$ cat src/rtl/riscv_pkg.sv
// Shared definitions for the multicycle RISC-V core and its debug trace streamer.
// Holds the core datapath width, the control-FSM state type exported on state_dbg,
// and the trace frame constants plus the trace serializer state type.
package riscv_pkg;

   localparam int unsigned XLEN = 32;

   // Core control-FSM states; FETCH is the encoding the trace block keys on.
   typedef enum logic [3:0] {
      FETCH, DECODE, MEMADR, MEMREAD, MEMWB, MEMWRITE,
      EXECUTER, ALUWB, EXECUTEI, JAL, BEQ, BADSTATE
   } state_t;

   localparam logic [7:0]  TRACE_SYNC        = 8'hA5;
   localparam int unsigned TRACE_FRAME_BYTES = 9;

   typedef enum logic [1:0] {TX_IDLE, TX_START, TX_DATA, TX_STOP} tx_state_t;

endpackage

$ cat src/rtl/trace_uart_if.sv
// Bundle between the core debug outputs and the trace streamer.
//   master: core side (drives en/state/pc/instr, observes UART and status)
//   slave : trace_uart (observes core, drives tx/busy/overflow/drop_cnt)
interface trace_uart_if;
   import riscv_pkg::*;

   logic             en_i;
   state_t           state_i;
   logic [XLEN-1:0]  pc_i;
   logic [XLEN-1:0]  instr_i;
   logic             tx_o;
   logic             busy_o;
   logic             overflow_o;
   logic [7:0]       drop_cnt_o;

   modport master (
      output en_i, state_i, pc_i, instr_i,
      input  tx_o, busy_o, overflow_o, drop_cnt_o
   );

   modport slave (
      input  en_i, state_i, pc_i, instr_i,
      output tx_o, busy_o, overflow_o, drop_cnt_o
   );

endinterface

$ cat src/rtl/sync_fifo.sv
// Single-clock FIFO with combinational read data (rdata_o shows the head entry).
//   push_i/wdata_i : write; accepted when not full, or when a pop happens the same cycle
//   pop_i/rdata_o  : read; ignored while empty
//   full_o/empty_o/count_o : occupancy status
// DEPTH must be a power of two so the pointers wrap naturally.
module sync_fifo #(
   parameter int unsigned WIDTH = 64,
   parameter int unsigned DEPTH = 8
) (
   input  logic                     clk_i,
   input  logic                     rstn_i,
   input  logic                     push_i,
   input  logic                     pop_i,
   input  logic [WIDTH-1:0]         wdata_i,
   output logic [WIDTH-1:0]         rdata_o,
   output logic                     full_o,
   output logic                     empty_o,
   output logic [$clog2(DEPTH):0]   count_o
);
   localparam int unsigned PtrW = $clog2(DEPTH);
   localparam int unsigned CntW = PtrW + 1;

   logic [WIDTH-1:0] mem_q [DEPTH];
   logic [PtrW-1:0]  wr_ptr_q, rd_ptr_q;
   logic [CntW-1:0]  count_q, count_d;
   logic             do_push, do_pop;

   assign empty_o = (count_q == '0);
   assign full_o  = (count_q == CntW'(DEPTH));
   assign do_pop  = pop_i && !empty_o;
   // When full, the slot being read this cycle is the one written, so both can proceed.
   assign do_push = push_i && (!full_o || do_pop);

   always_comb begin
      count_d = count_q;
      if (do_push && !do_pop) count_d = count_q + CntW'(1);
      if (do_pop && !do_push) count_d = count_q - CntW'(1);
   end

   always_ff @(posedge clk_i or negedge rstn_i) begin
      if (!rstn_i) begin
         wr_ptr_q <= '0;
         rd_ptr_q <= '0;
         count_q  <= '0;
      end else begin
         if (do_push) wr_ptr_q <= wr_ptr_q + PtrW'(1);
         if (do_pop)  rd_ptr_q <= rd_ptr_q + PtrW'(1);
         count_q <= count_d;
      end
   end

   always_ff @(posedge clk_i) begin
      if (do_push) mem_q[wr_ptr_q] <= wdata_i;
   end

   assign rdata_o = mem_q[rd_ptr_q];
   assign count_o = count_q;

endmodule

$ cat src/rtl/trace_uart.sv
// Instruction trace streamer. On each entry of the core FSM into FETCH (while enabled) a
// {pc, instr} record is queued; each record is sent as a 9-byte UART 8N1 frame:
// sync byte 0xA5, then pc and instr MSB byte first, each byte LSB bit first.
//   clk_i/rstn_i : clock, asynchronous active-low reset
//   trc          : en/state/pc/instr from the core; tx/busy/overflow/drop_cnt outputs
module trace_uart
   import riscv_pkg::*;
#(
   parameter int unsigned CLK_DIV    = 868,
   parameter int unsigned FIFO_DEPTH = 8
) (
   input logic         clk_i,
   input logic         rstn_i,
   trace_uart_if.slave trc
);
   localparam int unsigned RecW     = 2 * XLEN;
   localparam int unsigned FrameW   = 8 * TRACE_FRAME_BYTES;
   localparam int unsigned CntW     = $clog2(FIFO_DEPTH) + 1;
   localparam logic [15:0] BaudLast = 16'(CLK_DIV - 1);
   localparam logic [3:0]  ByteLast = 4'(TRACE_FRAME_BYTES - 1);

   state_t           prev_q;
   logic             capture, push, pop, drop, full, empty;
   logic [CntW-1:0]  count;
   logic [RecW-1:0]  rdata;

   // prev_q resets to FETCH so a core sitting in FETCH at reset release is not traced.
   always_ff @(posedge clk_i or negedge rstn_i) begin
      if (!rstn_i) prev_q <= FETCH;
      else         prev_q <= trc.state_i;
   end

   assign capture = trc.en_i && (trc.state_i == FETCH) && (prev_q != FETCH);
   assign push    = capture && (!full || pop);
   assign drop    = capture && !push;

   sync_fifo #(
      .WIDTH (RecW),
      .DEPTH (FIFO_DEPTH)
   ) u_fifo (
      .clk_i   (clk_i),
      .rstn_i  (rstn_i),
      .push_i  (push),
      .pop_i   (pop),
      .wdata_i ({trc.pc_i, trc.instr_i}),
      .rdata_o (rdata),
      .full_o  (full),
      .empty_o (empty),
      .count_o (count)
   );

   // Serializer. frame_q holds the remaining bytes, current byte in the top 8 bits.
   tx_state_t         state_q, state_d;
   logic [15:0]       baud_q, baud_d;
   logic [2:0]        bit_q, bit_d;
   logic [3:0]        byte_q, byte_d;
   logic [FrameW-1:0] frame_q, frame_d;
   logic [7:0]        cur_byte;
   logic              baud_done, tx;

   assign cur_byte  = frame_q[FrameW-1 -: 8];
   assign baud_done = (baud_q == BaudLast);

   always_comb begin
      state_d = state_q;
      baud_d  = baud_q + 16'd1;
      bit_d   = bit_q;
      byte_d  = byte_q;
      frame_d = frame_q;
      pop     = 1'b0;
      tx      = 1'b1;
      unique case (state_q)
         TX_IDLE: begin
            baud_d = '0;
            if (!empty) begin
               pop     = 1'b1;
               frame_d = {TRACE_SYNC, rdata};
               byte_d  = '0;
               state_d = TX_START;
            end
         end
         TX_START: begin
            tx = 1'b0;
            if (baud_done) begin
               baud_d  = '0;
               bit_d   = '0;
               state_d = TX_DATA;
            end
         end
         TX_DATA: begin
            tx = cur_byte[bit_q];
            if (baud_done) begin
               baud_d = '0;
               if (bit_q == 3'd7) state_d = TX_STOP;
               else               bit_d   = bit_q + 3'd1;
            end
         end
         TX_STOP: begin
            if (baud_done) begin
               baud_d = '0;
               if (byte_q < ByteLast) begin
                  byte_d  = byte_q + 4'd1;
                  frame_d = frame_q << 8;
                  state_d = TX_START;
               end else begin
                  state_d = TX_IDLE;
               end
            end
         end
         default: state_d = TX_IDLE;
      endcase
   end

   always_ff @(posedge clk_i or negedge rstn_i) begin
      if (!rstn_i) begin
         state_q <= TX_IDLE;
         baud_q  <= '0;
         bit_q   <= '0;
         byte_q  <= '0;
         frame_q <= '0;
      end else begin
         state_q <= state_d;
         baud_q  <= baud_d;
         bit_q   <= bit_d;
         byte_q  <= byte_d;
         frame_q <= frame_d;
      end
   end

   logic       overflow_q;
   logic [7:0] drop_cnt_q;

   always_ff @(posedge clk_i or negedge rstn_i) begin
      if (!rstn_i) begin
         overflow_q <= 1'b0;
         drop_cnt_q <= '0;
      end else if (drop) begin
         overflow_q <= 1'b1;
         if (drop_cnt_q != 8'hFF) drop_cnt_q <= drop_cnt_q + 8'd1;
      end
   end

   // tx is decoded from the state register, so reset forces it high without a clock.
   assign trc.tx_o       = tx;
   assign trc.busy_o     = (count != '0) || (state_q != TX_IDLE);
   assign trc.overflow_o = overflow_q;
   assign trc.drop_cnt_o = drop_cnt_q;

endmodule
$ cat src/flat_wrapper.sv
// flat-port wrapper written by rule: the top's interface ports become plain ports
module trace_uart_flat import riscv_pkg::*;
#(
   parameter int unsigned CLK_DIV    = 868,
   parameter int unsigned FIFO_DEPTH = 8
)
  (clk_i, rstn_i, trc_en_i, trc_state_i, trc_pc_i, trc_instr_i, trc_tx_o, trc_busy_o, trc_overflow_o, trc_drop_cnt_o);
  trace_uart_if trc_i ();
  input logic clk_i;
  input logic rstn_i;
  input wire logic [$bits(trc_i.en_i)-1:0] trc_en_i;
  input wire logic [$bits(trc_i.state_i)-1:0] trc_state_i;
  input wire logic [$bits(trc_i.pc_i)-1:0] trc_pc_i;
  input wire logic [$bits(trc_i.instr_i)-1:0] trc_instr_i;
  output wire logic [$bits(trc_i.tx_o)-1:0] trc_tx_o;
  output wire logic [$bits(trc_i.busy_o)-1:0] trc_busy_o;
  output wire logic [$bits(trc_i.overflow_o)-1:0] trc_overflow_o;
  output wire logic [$bits(trc_i.drop_cnt_o)-1:0] trc_drop_cnt_o;
  assign trc_i.en_i = trc_en_i;
  assign trc_i.state_i = trc_state_i;
  assign trc_i.pc_i = trc_pc_i;
  assign trc_i.instr_i = trc_instr_i;
  assign trc_tx_o = trc_i.tx_o;
  assign trc_busy_o = trc_i.busy_o;
  assign trc_overflow_o = trc_i.overflow_o;
  assign trc_drop_cnt_o = trc_i.drop_cnt_o;
  trace_uart #(.CLK_DIV(CLK_DIV), .FIFO_DEPTH(FIFO_DEPTH)) u_core (.clk_i(clk_i), .rstn_i(rstn_i), .trc(trc_i));
endmodule
$ cat config.mk
export PLATFORM = sky130hd
export DESIGN_NAME = trace_uart_flat
export DESIGN_NICKNAME = d
export VERILOG_FILES = /design/src/rtl/riscv_pkg.sv /design/src/rtl/trace_uart_if.sv /design/src/rtl/sync_fifo.sv /design/src/rtl/trace_uart.sv /design/src/flat_wrapper.sv
export SDC_FILE = /design/constraint.sdc
export NUM_CORES = 1
export LEC_CHECK = 0
export ABC_AREA = 1
export CORE_MARGIN = 4
export CORE_UTILIZATION = 30
export DETAILED_ROUTE_END_ITERATION = 10
export GPL_TIMING_DRIVEN = 0
export HOLD_SLACK_MARGIN = 0.12
export PLACE_DENSITY = 0.43
export SYNTH_ARGS = -nofsm -noshare
export SYNTH_HDL_FRONTEND = slang
export SYNTH_HIERARCHICAL = 1
export SYNTH_SLANG_ARGS = --single-unit
$ cat constraint.sdc
create_clock -name clk_i -period 7.5 [get_ports clk_i]
set_input_delay 1.5 -clock clk_i [delete_from_list [all_inputs] [get_ports clk_i]]
set_output_delay 1.5 -clock clk_i [all_outputs]
set_load 0.005 [all_outputs]
After elaboration in Yosys (flattened, before gate mapping) --
Memory sizes are Yosys's and may differ from the RTL's. Index checks and enable logic that the tools add are counted. Widths: inputs -> output; s select.
Cells by class: $add $sub $neg 8, magnitude comparators 2, equality and inequality tests 14, muxes and demuxes 30, reductions and logical operators 30
Operators by type and width (number):
- $mux 72 | 3
- $pmux 72 s2 | 1
- $pmux 16 s2 | 1
- $mux 4 | 5
- $add 16x1->16 const B | 1
- $eq 16x10->1 const B | 1
- $mux 16 | 1
- $mux 2 | 5
- $ne 2x1->1 const B | 5
- $add 3x1->3 const B | 3
- $mux 3 | 3
- $add 4x1->4 const B | 2
- $add 8x1->8 const B | 1
- $logic_and 1x1->1 | 8
- $logic_not 4->1 | 2
- $ne 8x8->1 const B | 1
- $pmux 2 s4 | 1
- $pmux 4 s2 | 1
- $reduce_and 4->1 | 2
- $reduce_bool 2->1 | 4
- $reduce_bool 4->1 | 2
- $mux 1 | 6
- $pmux 3 s2 | 1
- $logic_not 1->1 | 5
- other kinds (15) | 19
Word-level totals: bits in registers 120, RAM bits 512, input bits 71, output and inout bits 11, logic and storage cells 96, memories kept 1
Memories:
- u_core.u_fifo.mem_q | depth 8, bits a word 64, read ports 1, clocked after Yosys merged registers in 0, write ports 1, line sync_fifo.sv:23 | logic [WIDTH-1:0] mem_q [DEPTH];

Longest topological paths before layout --
Gate-level depths: netlist of run 1.
depth after elaboration 9, mapped depth 17, mapped depth without buffers 17

Modules after synthesis --
Netlist of run 1, hierarchy kept.
Modules (own cells, without submodules):
- sync_fifo | instances 1, cells each 1512, area an instance 20470.9 sq um, sequential area each 15625.0 sq um
- trace_uart | instances 1, cells each 574, area an instance 5335.1 sq um, sequential area each 2752.6 sq um

Worst setup path after synthesis of run 1 --
Ideal clock, no wire load.
path type input to register, start point in trc_state_i[3], end point mem u_core.u_fifo.mem_q[5][0] (enable), setup time 644 ps, arrival 8218 ps, data required time 6856 ps, setup slack -1362 ps, stages 5, buffers on the path 0, path through nor2_1 -> nand4_1 -> nor2_1 -> nand2_1 -> nor4_1
Between the ends: cells in the longest elaborated chain, start to end 7
Ends and longest elaborated chain:
- start: declaration | line flat_wrapper.sv:12 | input wire logic [$bits(trc_i.state_i)-1:0] trc_state_i;
- $logic_not 4->1 | line trace_uart.sv:33 | assign capture = trc.en_i && (trc.state_i == FETCH) && (prev_q != FETCH);
- $logic_and 1x1->1 (2 in a row) | line trace_uart.sv:33
- $logic_and 1x1->1 | line trace_uart.sv:34 | assign push = capture && (!full || pop);
- via u_core.push | line trace_uart.sv:23 | logic capture, push, pop, drop, full, empty;
- $logic_and 1x1->1 | line sync_fifo.sv:32 | assign do_push = push_i && (!full_o || do_pop);
- $mux 1 | line sync_fifo.sv:53 | if (do_push) mem_q[wr_ptr_q] <= wdata_i;
- $mux 1 (not written as such) | line sync_fifo.sv:53
- end: declaration | line sync_fifo.sv:23
The timed path passes the listed nets, and every way through them passes these cells.

Worst setup path in the final report of run 1 --
start point in trc_state_i[1], end point mem u_core.u_fifo.mem_q[4][38] (enable)
The elaborated chain is that of the path after synthesis.

==> results of run 1 <==
## synthesized netlist by cell type, types with 14 or more instances
library cell / n
buf_2: 22
clkbuf_1: 63
dfrtp_1: 120
edfxtp_1: 512
ha_1: 14
inv_1: 41
mux2i_1: 120
nand2_1: 349
nand3_1: 40
nor2_1: 307
o21ai_0: 262
o21ai_1: 71
o22ai_1: 64
## power groups by stage
stage          clock (mW)  combinational (mW)  sequential [mW]
6_report             3.59               0.203             3.87
5_1_grt              3.85               0.231             3.87
4_1_cts              3.70               0.209             3.87
3_5_place_dp            0               0.208             3.94
3_3_place_gp            0               0.183             3.94
2_1_floorplan           0              0.0740             3.93
## per-layer routing
layer  up-vias  global-route usage, %  part of all wire (%)
li1       7832                      -                     -
met1      8193                   20.8                    45
met2       354                   26.7                    48
met3       111                   2.71                   4.5
met4         0                   4.85                   2.7
met5         -                      0                     0
## logic make-up (layout without fill, tap and decap cells)
group | Yosys count | count (layout) | share of synthesized area, %
and+or+nand+nor | 721 | 721 | 11.0
AOI/OAI and AO/OA | 421 | 421 | 8.68
buffers and inverters | 159 | 421 | 3.08
DFF | 632 | 632 | 71.2
muxes | 121 | 121 | 4.70
xor gates and xnor gates | 17 | 17 | 0.577
adders and majority gates | 15 | 15 | 0.756
other | 0 | 1 | 0
## sequential cells by signal (all words and copies together) (netlist names)
register	flops
u_core/baud_q	16
u_core/bit_q	3
u_core/byte_q	4
u_core/frame_q	72
u_core/prev_q	4
u_core/state_q	2
u_core/trc.drop_cnt_o	8
u_core/trc.overflow_o	1
u_core/u_fifo/count_o	4
u_core/u_fifo/mem_q	512
u_core/u_fifo/rd_ptr_q	3
u_core/u_fifo/wr_ptr_q	3
## stage by stage
step	hold slack (ns)	area, um2	std cells
global placement	0.446	28100	3311
floorplan	0.433	25800	2086
global route	0.486	31100	3492
finish	0.465	31100	3493
detailed placement	0.454	28700	3357
CTS	0.461	31100	3492
## worst paths after layout
| path | from | to | slack (ns) | depth (start not counted) |
|---|---|---|---|---|
| worst max-delay path | trc_state_i[1] | u_core/u_fifo/mem_q[4][38] | 3.21 | 10 |
| worst min-delay path | u_core/baud_q[0] | u_core/baud_q[0] | 0.47 | 1 |
| worst max register to register | u_core/state_q[0] | u_core/u_fifo/mem_q[4][38] | 3.25 | 12 |
| worst min register to register | u_core/baud_q[0] | u_core/baud_q[0] | 0.47 | 1 |
| max in group asynchronous | rstn_i | u_core/frame_q[27] | 5.93 | 2 |
| min in group asynchronous | rstn_i | u_core/baud_q[7] | 0.81 | 1 |
## layout make-up
class	instances	area, um2	area share (%)
Antenna cell	1	2.50	0.00804
Buffer	115	631	2.03
Clock buffer	101	2070	6.64
Clock inverter	34	354	1.14
Inverter	44	165	0.530
Multi-Input combinational cell	1295	6690	21.5
Sequential cell	632	18400	59.0
Tap cell	1144	1430	4.60
Timing Repair Buffer	127	1410	4.54
## worst max-delay path: stages
cell	delay (ns)
clkdlybuf4s50_1	0.42
nor2_1	0.13
nand4_1	0.21
nor2_1	0.38
nand3_1	0.39
nor3_2	0.78
buf_8	0.24
buf_6	0.16
buf_6	0.18
buf_6	0.18
==> metrics.cfg, run 1 <==
[placement]
hpwl_mm = 48.1
gp_congestion = 0.760
port_buffers = 81
place_ws_ns = 2.51

[setup_path]
worst-endpoint-arrival_ns = 4.60
worst_ep_required_time_ns = 7.81
path_max_fanout = 9
start_kind = primary input
critPathKind = primary input to register
endpoint_kind = register

[hold_path]
hold_class = register to register

[power]
peakVddDrop_mv = 0.171
p_seq_share_pct = 50.5
power_frac_clock_pct = 46.9
p_sw_mw = 1.59
p_leak_nw = 11.4
p_sw_share_pct = 20.8
p_int_mw = 6.07
cellPowerDensity_mw_per_mm2 = 246
p_comb_share_pct = 2.7
power_mw = 7.66

[clocking]
numCtsBuffers = 74
cts_max_level = 3
cts_tree = done
clkSinkCount = 632
clk_pin_slew_ns = 0.06
root_buffer = clkbuf_16
clock_latency_ns = 0.62
cts_resized = 0
post_cts_buffers = 0
hold_buffers = 0
clock_path_buffers = 3

[yosys]
synth-async-reset-ratio_pct = 19.0
synth_top_area_share_pct = 59.6
ys_ff_latch = 632
yosys-top-cells-area = edfxtp_1, dfrtp_1, o21ai_0, nand2_1, mux2i_1
yosysSeqAreaShare_pct = 71.2
syn_area_mm2 = 0.0258
synth_edf_count = 512
ys_warn_count = 6
syn_inst = 2086
yosysTopAreaCell = edfxtp_1
syn_area_per_cell_um2 = 12.4
synth_fp_nets = 2172
yosysUniqueCellTypes = 38
synth_ff_type = edfxtp_1

[grt]
grt.total_usage_pct = 15.8
grt_pass1_vias = 16800
grt_overflow = 0
antenna_found_initial = 1
grt_max_degree = 86
grt_pass1_wl_mm = 108

[sta]
fin_crit_sh_pct = 57.2
finalMaxSlewViolations = 0
tightest_slew_ns = 1.05
fin_tns_setup_ns = 0
setup_viol = 0
fin_skew_ns = 0.0185
finalHoldViolCount = 0
slew_headroom_pct = 30.1
rsz0062_at_grt = false
fin_crit_ns = 4.29
clock.fmax_mhz = 233
fin_ws_ns = 3.21

[floorplan]
die_w_um = 301
io_pins = 82
start_util_pct = 30.3
dieArea_mm2 = 0.0908
fp.dieH_um = 301
rows = 107
core_area_mm2 = 0.0853

[layout]
area_growth_pct = 20.6
mostFrequentLayoutCells = edfxtp_1, nand2_1, nor2_1, o21ai_0
drive_above_1_share_pct = 9.71
final_common_cell = edfxtp_1
num-fill-cells = 8289
final_nets = 2375
fin_util_pct = 36.5

[detailed_routing]
drt-total-wl_mm = 71.4
routedWlPerCell_um = 20.4
vias = 16500
first_pass_iters = 5
drt_iter0_drc = 968
drtAntennaViolNets = 0
vias_per_cell = 4.72
drc = 0

[flow_run]
drv_cap = 0

[run_status]
status = completed

Note: power is estimated with default switching activity, not from simulation.
==> run 2: changes to the inputs <==
--- a/config.mk
+++ b/config.mk
@@ -11,7 +11,7 @@
 export DETAILED_ROUTE_END_ITERATION = 10
 export GPL_TIMING_DRIVEN = 0
 export HOLD_SLACK_MARGIN = 0.12
-export PLACE_DENSITY = 0.43
+export PLACE_DENSITY = 0.42
 export SYNTH_ARGS = -nofsm -noshare
 export SYNTH_HDL_FRONTEND = slang
 export SYNTH_HIERARCHICAL = 1
==> constraint.sdc (replaced) <==
create_clock -name clk_i -period 4.2 [get_ports clk_i]
set_input_delay 0.84 -clock clk_i [delete_from_list [all_inputs] [get_ports clk_i]]
set_output_delay 0.84 -clock clk_i [all_outputs]
set_load 0.005 [all_outputs]
==> run 2 against run 1 <==
Sequential power increased by 79%. Power increased by 77%. Register-to-register slack got worse by 2.8 ns. Combinational power rose by 86%. Cell area increased by 1.1%. Clock-buffer cell count is 4 lower. Largest cell class unchanged. Sequential cell count unchanged. Highest routed layer unchanged. Non-clock buffer count up 16. Sequential share of layout area shrank 0.62 points. First-iteration DRC count is 15% higher.
==> metrics.cfg, run 2 (same netlist as run 1, synthesis figures left out) <==
[run_status]
status = completed

[floorplan]
dieArea_mm2 = 0.0908
fp.dieH_um = 301
io_pins = 82
die_w_um = 301
start_util_pct = 30.3
core_area_mm2 = 0.0853
rows = 107

[setup_path]
r2r_slack_ns = 0.48
start_kind = register
path_max_fanout = 11
r2r_end = u_core/u_fifo/mem_q[5][35]
rr_startpoint = u_core/state_q[0]
rr_worst_depth = 12
endpoint_kind = register
worst-endpoint-arrival_ns = 4.03
worst_ep_required_time_ns = 4.51
critPathKind = register to register

[layout]
largest_reg_flops = 512
fin_util_pct = 36.9
top_register = u_core/u_fifo/mem_q
top_regs = u_core/u_fifo/mem_q x512, u_core/frame_q x72, u_core/baud_q x16
stdcell_count = 3512
mostFrequentLayoutCells = edfxtp_1, nand2_1, nor2_1, o21ai_0
drive_above_1_share_pct = 10.2
num-fill-cells = 8250
postLayoutCellArea_mm2 = 0.0315
final_nets = 2391
final_common_cell = edfxtp_1
area_growth_pct = 21.9

[power]
p_leak_nw = 11.5
cellPowerDensity_mw_per_mm2 = 432
peakVddDrop_mv = 0.270
power_mw = 13.6

[detailed_routing]
drt-total-wl_mm = 71.5
drt_iter0_drc = 1113
vias_per_cell = 4.69
first_pass_iters = 5
routedWlPerCell_um = 20.4
vias = 16500
drc = 0
drtAntennaViolNets = 0

[sta]
worst_hold_slack_ns = 0.160
tightest_slew_ns = 1.13
finalHoldViolCount = 0
finalMaxSlewViolations = 0
fin_crit_ns = 3.72
rsz0062_at_grt = false
slew_headroom_pct = 24.4
fin_skew_ns = 0.0160
setup_viol = 0
fin_crit_sh_pct = 88.7
clock.fmax_mhz = 268

[hold_path]
hold_class = primary input to asynchronous set/reset pin

[grt]
grt_pass1_wl_mm = 108
grt_overflow = 0
grt_max_degree = 80
antenna_found_initial = 1
grt.total_usage_pct = 15.8
grt_pass1_vias = 16700

[clocking]
root_buffer = clkbuf_16
clkSinkCount = 632
cts_tree = done
clock_path_buffers = 3
clk_pin_slew_ns = 0.05
numCtsBuffers = 74
clock_latency_ns = 0.61
cts_max_level = 3

[placement]
gp_congestion = 0.782
dp_cells = 3344
port_buffers = 81
placed_cell_area_mm2 = 0.0288
hpwl_mm = 47.5

[flow_run]
drv_cap = 0

==> run 2: critical path, cell delays in order, from the launching register on <==
cell     delay [ns]
dfrtp_1        0.42
inv_1          0.16
ha_1           0.37
inv_1          0.21
o21ai_1        0.36
inv_1          0.07
nor2_1         0.35
nand2_1        0.36
nor4_4         0.30
buf_6          0.24
buf_6          0.21
buf_8          0.18
buf_8          0.17
==> run 2: layout make-up <==
| class | count | area [um2] | area share, % |
|---|---|---|---|
| Antenna cell | 2 | 5.00 | 0.0159 |
| Inverter | 44 | 165 | 0.525 |
| Buffer | 115 | 631 | 2.00 |
| Clock buffer | 97 | 2000 | 6.35 |
| Clock inverter | 40 | 385 | 1.22 |
| Multi-Input combinational cell | 1295 | 6720 | 21.3 |
| Tap cell | 1144 | 1430 | 4.55 |
| Timing Repair Buffer | 143 | 1760 | 5.58 |
| Sequential cell | 632 | 18400 | 58.4 |
==> run 2: repair_timing <==
action | 4_1_cts | 5_1_grt
setup buffers | 4 | 25
gates resized for setup | 0 | 1
pin swaps | 1 | 4
hold endpoints to repair | 0 | 0
hold buffers | 0 | 0
cloned | 0 | 0
setup endpoints to repair | 11 | 186
==> run 2: metal layers <==
layer / vias to the layer above / share of wire, % / GRT usage, %
li1: 7863 / - / -
met1: 8180 / 44 / 20.9
met2: 329 / 49 / 27.0
met3: 95 / 4.2 / 2.53
met4: 0 / 2.1 / 4.33
met5: - / 0 / 0
==> run 2: worst max path at each step <==
stage	start	endpoint	slack (ns)
after floorplan	u_core/state_q[0]	u_core/u_fifo/mem_q[0][0]	-0.63
after global placement	u_core/state_q[0]	u_core/u_fifo/mem_q[6][38]	-4.50
after detailed placement	u_core/state_q[0]	u_core/u_fifo/mem_q[7][39]	-0.08
after CTS	u_core/state_q[0]	u_core/u_fifo/mem_q[4][26]	0.01
after global routing	u_core/state_q[0]	u_core/u_fifo/mem_q[5][35]	0.14
final	u_core/state_q[0]	u_core/u_fifo/mem_q[5][35]	0.48
==> run 2: power by group <==
group          leakage [nW]  internal, mW  switching, mW
logic                  4.29         0.147          0.231
clock network          1.16          3.74           2.56
registers              6.06          6.85         0.0541
==> run 2: stage by stage <==
| step | TNS [ns] | setup slack, ns |
|---|---|---|
| after floorplan | -231.67 | -0.631 |
| after global placement | -2377.00 | -4.50 |
| after detailed placement | -0.862 | -0.0800 |
| after CTS | 0 | 0.0127 |
| after global routing | 0 | 0.143 |
| final | 0 | 0.475 |
